File: src/rtl/io_input_sequencer.sv
// Stalls the CPU on a switch read until confirm_button is debounced-pressed and released.
// Optional WAIT_PRESS timeout enabled by defining IO_TIMEOUT_EN.
module io_input_sequencer #(
   parameter int unsigned DEBOUNCE_CYCLES = 100000,
   parameter int unsigned CNT_WIDTH       = 17,
   parameter int unsigned TIMEOUT_CYCLES  = 2**24
) (
   input  logic        clock,
   input  logic        reset,
   input  logic        io_read_req,
   input  logic        switch_sel,
   input  logic        confirm_button,
   input  logic [15:0] switches,
   output logic        cpu_stall,
   output logic [15:0] io_rdata,
   output logic        rdata_valid,
   output logic        busy,
   output logic        timeout_flag
);

   typedef enum logic [1:0] {IDLE, WAIT_PRESS, WAIT_RELEASE, DONE} state_t;

   if (DEBOUNCE_CYCLES < 1 || 64'(DEBOUNCE_CYCLES - 1) >= (64'd1 << CNT_WIDTH)) begin : g_bad_cnt
      $error("CNT_WIDTH too small for DEBOUNCE_CYCLES");
   end
   if (TIMEOUT_CYCLES < 2) begin : g_bad_timeout
      $error("TIMEOUT_CYCLES must be at least 2");
   end

   state_t                 state;
   logic                   btn_s1, btn_s2;
   logic [15:0]            sw_s1, sw_s2;
   logic [CNT_WIDTH-1:0]   deb_cnt;
   logic                   deb_btn, deb_btn_d;
   logic                   press, release_evt, req;

   assign req         = io_read_req & switch_sel;
   assign press       = deb_btn & ~deb_btn_d;
   assign release_evt = ~deb_btn & deb_btn_d;
   assign busy        = (state != IDLE);
   // Combinational so the PC is held on the request cycle itself; forced low during reset.
   assign cpu_stall   = ~reset & (((state == IDLE) & req) | (state == WAIT_PRESS) |
                                  (state == WAIT_RELEASE));

   always_ff @(posedge clock or posedge reset) begin
      if (reset) begin
         btn_s1    <= 1'b0;
         btn_s2    <= 1'b0;
         sw_s1     <= '0;
         sw_s2     <= '0;
         deb_cnt   <= '0;
         deb_btn   <= 1'b0;
         deb_btn_d <= 1'b0;
      end else begin
         btn_s1    <= confirm_button;
         btn_s2    <= btn_s1;
         sw_s1     <= switches;
         sw_s2     <= sw_s1;
         deb_btn_d <= deb_btn;
         if (btn_s2 != deb_btn) begin
            if (deb_cnt == CNT_WIDTH'(DEBOUNCE_CYCLES - 1)) begin
               deb_btn <= ~deb_btn;
               deb_cnt <= '0;
            end else begin
               deb_cnt <= deb_cnt + 1'b1;
            end
         end else begin
            deb_cnt <= '0;
         end
      end
   end

`ifdef IO_TIMEOUT_EN
   localparam int unsigned TO_WIDTH = $clog2(TIMEOUT_CYCLES);
   logic [TO_WIDTH-1:0] to_cnt;
`endif

   always_ff @(posedge clock or posedge reset) begin
      if (reset) begin
         state        <= IDLE;
         io_rdata     <= '0;
         rdata_valid  <= 1'b0;
`ifdef IO_TIMEOUT_EN
         to_cnt       <= '0;
         timeout_flag <= 1'b0;
`endif
      end else begin
         rdata_valid <= 1'b0;
         unique case (state)
            IDLE: begin
`ifdef IO_TIMEOUT_EN
               to_cnt <= '0;
`endif
               if (req) state <= WAIT_PRESS;
            end
            WAIT_PRESS: begin
`ifdef IO_TIMEOUT_EN
               to_cnt <= to_cnt + 1'b1;
`endif
               if (!req) begin
                  state <= IDLE;
               end else if (press) begin
                  io_rdata <= sw_s2;
                  state    <= WAIT_RELEASE;
`ifdef IO_TIMEOUT_EN
               end else if (to_cnt == TO_WIDTH'(TIMEOUT_CYCLES - 1)) begin
                  io_rdata     <= sw_s2;
                  rdata_valid  <= 1'b1;
                  timeout_flag <= 1'b1;
                  state        <= DONE;
`endif
               end
            end
            WAIT_RELEASE: begin
               if (!req) begin
                  state <= IDLE;
               end else if (release_evt) begin
                  rdata_valid <= 1'b1;
`ifdef IO_TIMEOUT_EN
                  timeout_flag <= 1'b0;
`endif
                  state <= DONE;
               end
            end
            DONE: state <= IDLE;
            default: state <= IDLE;
         endcase
      end
   end

`ifndef IO_TIMEOUT_EN
   assign timeout_flag = 1'b0;
`endif

endmodule
File: config.mk
export PLATFORM = sky130hd
export DESIGN_NAME = io_input_sequencer
export DESIGN_NICKNAME = d
export VERILOG_FILES = /design/src/rtl/io_input_sequencer.sv
export SDC_FILE = /design/constraint.sdc
export NUM_CORES = 1
export LEC_CHECK = 0
export ABC_CLOCK_PERIOD_IN_PS = 3220
export BUFFER_PORTS_ARGS = -buffer_cell sky130_fd_sc_hd__buf_2
export CORE_MARGIN = 2
export CORE_UTILIZATION = 50
export DETAILED_ROUTE_END_ITERATION = 10
export HOLD_SLACK_MARGIN = 0.1
export PLACE_DENSITY = 0.77
export SLEW_MARGIN = 0
export SYNTH_ARGS = -nofsm -noshare
export SYNTH_HDL_FRONTEND = slang
export SYNTH_SLANG_ARGS = --single-unit
File: constraint.sdc
create_clock -name clock -period 3.22 [get_ports clock]
set_input_delay 0.805 -clock clock [delete_from_list [all_inputs] [get_ports clock]]
set_output_delay 0.805 -clock clock [all_outputs]
set_load 0.005 [all_outputs]
Yosys cells after proc, flatten, opt, wreduce, memory -nomap -nowiden
Cells that the tools add are included.
{"block": "op_classes", "add_sub_neg": 1, "n_eq_ne": 8, "n_mux": 11, "bitwise": 10, "reduce_logical": 5}
{"cell": "17-bit two-way mux", "n": 2}
{"cell": "17-bit by 1-bit adder with 17-bit output, second input constant", "n": 1}
{"cell": "17-bit == test, second input constant", "n": 1}
{"cell": "2-bit two-way mux", "n": 5}
{"cell": "2-bit one-hot mux with 4 select lines", "n": 1}
{"cell": "3-bit inequality test, second input constant", "n": 2}
{"cell": "3-bit AND reduction", "n": 2}
{"cell": "1-bit bitwise AND", "n": 5}
{"cell": "2-bit == test, second input constant", "n": 2}
{"cell": "1-bit two-way mux", "n": 3}
{"cell": "1-bit inverter", "n": 3}
{"cell": "2-bit by 1-bit == test with 1-bit output, second input constant", "n": 1}
{"cell": "2-bit logical NOT", "n": 1}
{"cell": "2-bit inequality test, second input constant", "n": 1}
{"cell": "1-bit OR", "n": 2}
{"cell": "2-bit AND reduction", "n": 1}
{"cell": "2-bit nonzero test", "n": 1}
{"cell": "1-bit inequality test", "n": 1}
{"block": "totals", "regBits": 72, "in_bits": 21, "out_inout_bits": 20}

Depth between registers and ports, before layout
{"block": "logic_depth", "word_depth": 5, "ltp_mapped": 6, "depth_no_buf": 5}

Worst setup path after synthesis
Ideal clock, no wire load.
{"block": "synth_path", "path_kind": "input -> output", "from": "input io_read_req", "to": "output cpu_stall", "arrival_time_ps": 1056, "slack_ps": 1359, "stages": 2, "n_path_buf": 0, "cell_sequence": "a21oi_1 > a211oi_1"}
{"block": "synth_between", "elab_chain_len": 5}
{"item": "start, declared", "line": "10", "source": "input logic io_read_req,"}
{"item": "1-bit bitwise AND", "line": "37", "source": "assign req = io_read_req & switch_sel;"}
{"item": "1-bit bitwise AND", "line": "42", "source": "assign cpu_stall = ~reset & (((state == IDLE) & req) | (state == WAIT_PRESS) |"}
{"item": "1-bit OR (2 in a row)", "line": "42"}
{"item": "1-bit bitwise AND", "line": "42"}
{"item": "end, declared", "line": "14", "source": "output logic cpu_stall,"}
No other way between the ends.

Worst setup path in the final report
{"block": "layout_path", "from": "register state[0]", "to": "output cpu_stall"}
{"block": "layout_between", "elab_chain_len": 5, "word_cells_on_any_way": 7}
{"item": "start, declared", "line": "30", "source": "state_t state;"}
{"item": "start signal, assigned", "line": "80", "source": "state <= IDLE;"}
{"item": "start signal, assigned", "line": "94", "source": "if (req) state <= WAIT_PRESS;"}
{"item": "start signal, assigned", "line": "101", "source": "state <= IDLE;"}
{"item": "2-bit logical NOT", "line": "42"}
{"item": "1-bit bitwise AND", "line": "42"}
{"item": "1-bit OR", "line": "42"}
{"item": "1-bit OR (*)", "line": "42"}
{"item": "1-bit bitwise AND (*)", "line": "42"}
Every way passes the cells marked *; elsewhere a longest branch is shown, timed or not.

==> qor.csv <==
stage;metric;value;unit
placement;dp_hpwl;2707;µm
sta;fin_crit_sh;67.25;%
finish;diodes;0;
setup_path;required;2.41;ns
sta;max_freq;461.8;MHz
setup_path;crit_type;flop to output pin;
clocking;cts_buffers;9;
clocking;clk_latency;0.33;ns
placement;globalplace.congestion;0.8757;
sta;drv_slew;0;
sta;tightestPinTransition;0.8680;ns
routing;wl_met1;1820;µm
sta;finalHoldViolations;0;
power_and_ir_drop;p_per_area;524.4;mW/mm²
sta;setup-tns-final;0;ns
yosys;synthAdderAreaFrac;0.4840;%
clocking;htree_levels;3;
routing;drc_errors;0;
die;placementRows;26;
yosys;syn_inst;180;
min_path;min_path_type;flop to flop;
power_and_ir_drop;irDropWorstVdd;0.3185;mV
power_and_ir_drop;sw_frac_of_total;21.50;%
power_and_ir_drop;clock_power_share;37.3;%
yosys;synth.mux.area_fraction;8.858;%
finish;area_growth_syn_to_layout;15.92;%
clocking;cts_hold_buffers;0;
yosys;synth_xor_xnor_area_share;5.421;%
setup_path;path_max_fanout;5;
power_and_ir_drop;p_total;1.571;mW
finish;final_area;0.002997;mm²
grt;gr-total-overflow;0;
routing;routed_wirelength;3974;µm
routing;wl_per_cell;13.20;µm
setup_path;critPathCaptureType;output pin;
clocking;cts_tree;built;
sta;setup_viol;0;
routing;firstDrtPassIters;4;
yosys;synth_top_family_by_area;simple AND/OR/NAND/NOR gates;
sta;fin_crit;2.166;ns
finish;drive_above_1_share;32.47;%
die;die_area;0.005761;mm²
placement;dp_cells;287;
power_and_ir_drop;intPower;1.233;mW
grt;grt_pass1_wl;6934;µm
setup_path;crit_arrival;1.36;ns
yosys;synthSimpleGateAreaFrac;11.62;%
yosys;synth_area_leaders;dfrtp_1 (70%), mux2_4 (5.8%), xnor2_1 (4.1%);
clocking;cts_root_buf;clkbuf_8;
grt;grt_pass1_vias;1488;
sta;rsz0062_at_grt;false;
grt;grt_max_degree;27;
power_and_ir_drop;p_leak;1.456;nW
clocking;post_cts_buffers;0;
power_and_ir_drop;p_sw;337.8;µW
clocking;numClockSinks;72;
routing;routed.top_layer;met4;
yosys;synth_area;0.002585;mm²
routing;vias;1474;
die;core_area;0.005042;mm²
die;start_util;51.27;%
die;die_w;75.90;µm
clocking;cts.clk_slew.worst_paths;0.07;ns
yosys;syn_area_per_cell;14.36;µm²
grt;antenna_found_initial;0;
finish;instances_no_fill;301;
yosys;ys_seq_area_share;69.70;%
routing;wl_met3;251;µm
sta;slew_headroom;42.13;%
routing;wl_met2;1845;µm
routing;postRouteAntennaNets;0;
setup_path;critical_path.startpoint_type;flop;
grt;gr-usage-all-layers;15.69;%
setup_path;reg2reg_slack;1.30;ns
placement;numPortBuffers;39;
finish;fin_util;59.43;%
die;ios;41;
placement;placed_cell_area;0.002836;mm²
finish;finalNetCount;250;
clocking;cts.repair.resized;0;
routing;drtIter0Drc;82;
yosys;synth_warnings;0;
clocking;clk_path_buf_depth;2;
sta;clock_skew;0.007709;ns
run_status;status;finished clean;
power_and_ir_drop;p_comb_share;2.9;%
die;die_h;75.90;µm
yosys;synth.largest_area_cell;dfrtp_1;
routing;avgViaCountPerCell;4.897;
job;cap_violations;0;
yosys;synth_compound_area_share;1.404;%
yosys;synth_cell_type_count;30;
yosys;synth_top_area_share;69.70;%
yosys;ys_ff_latch;72;
power_and_ir_drop;seq_power_share;59.8;%
yosys;synthesis.nets;202;
worst paths after layout:
path	startpoint	endpoint	cells after the start
max	state[0]	cpu_stall	4
min	sw_s1[15]	sw_s2[15]	0
max reg2reg	state[0]	io_rdata[14]	4
min reg2reg	sw_s1[15]	sw_s2[15]	0
max in group asynchronous	reset	io_rdata[15]	3
min in group asynchronous	reset	rdata_valid	2
layout by cell type (no fill, tap or decap), types with 2 or more instances in the layout:
master	n
a21oi_1	3
buf_2	39
buf_4	2
clkbuf_8	10
clkinv_2	3
dfrtp_1	72
inv_1	3
mux2_2	7
mux2_4	10
nand2_1	7
nand3_1	5
nand4_1	7
nor2_1	21
nor3_1	3
nor4_1	7
xnor2_1	12
xor2_1	4
metrics by stage:
| stage | hold WS, ns | setup WS (ns) |
|---|---|---|
| 6_report | 0.3449 | 1.055 |
| 5_1_grt | 0.3503 | 0.9520 |
| 4_1_cts | 0.3478 | 1.037 |
| 3_5_place_dp | 0.3347 | 0.9451 |
| 3_3_place_gp | 0.3320 | 0.9859 |
| 2_1_floorplan | 0.3312 | 0.5901 |
cell families after synthesis:
logic type | count (synthesis)
DFF | 72
other | 1
muxes | 17
buffers and inverters | 8
and+or+nand+nor | 59
xor gates and xnor gates | 16
AOI/OAI and AO/OA | 6
adders and majority gates | 1
area by class of cell:
class,count,area (µm²)
Fill cell,400,2046
Clock buffer,10,137.6
Sequential cell,72,1802
Multi-Input combinational cell,100,721.9
Tap cell,70,87.58
Clock inverter,4,22.52
Inverter,4,15.01
Timing Repair Buffer,41,210.2
cells in the mapped netlist:
cell      instances
nand3_1           5
buf_6             1
a211oi_1          1
mux2_4           10
nand2_1           7
inv_1             4
nand2b_1          1
and4_1            1
nor2_1           21
buf_4             2
buf_12            1
ha_1              1
o21ai_2           1
or2_2             1
conb_1            1
xnor2_1          12
or2_1             1
xor2_1            4
nand3b_1          1
and2_1            1
nor4b_1           1
mux2_2            7
nor4bb_1          1
nor3_1            3
nor4_1            7
dfrtp_1          72
and2b_1           1
o21ai_0           1
a21oi_1           3
nand4_1           7
sequential cells by signal (all words and copies together), names as in the netlist:
| name | cells |
|---|---|
| deb_btn | 1 |
| btn_s1 | 1 |
| state | 2 |
| deb_btn_d | 1 |
| rdata_valid | 1 |
| sw_s2 | 16 |
| deb_cnt | 17 |
| io_rdata | 16 |
| sw_s1 | 16 |
| btn_s2 | 1 |
critical path: stages (launching register included):
cell and delay, ns:
dfrtp_1 0.42, or2_2 0.31, a21oi_1 0.11, a211oi_1 0.05
buf_2 0.13
layer usage:
| metal | global-route usage [%] | vias up |
|---|---|---|
| li1 | - | 701 |
| met1 | 19.98 | 721 |
| met2 | 22.86 | 44 |
| met3 | 7.143 | 8 |
| met4 | 7.818 | 0 |
| met5 | 0 | - |
power by group through the flow:
stage | registers (mW) | clock network (mW) | logic, mW
2_1_floorplan | 0.953 | 0 | 0.0272
3_3_place_gp | 0.956 | 0 | 0.0468
3_5_place_dp | 0.957 | 0 | 0.0481
4_1_cts | 0.940 | 0.612 | 0.0484
5_1_grt | 0.942 | 0.656 | 0.0539
6_report | 0.940 | 0.586 | 0.0461
(Power assumes the default switching activity.)
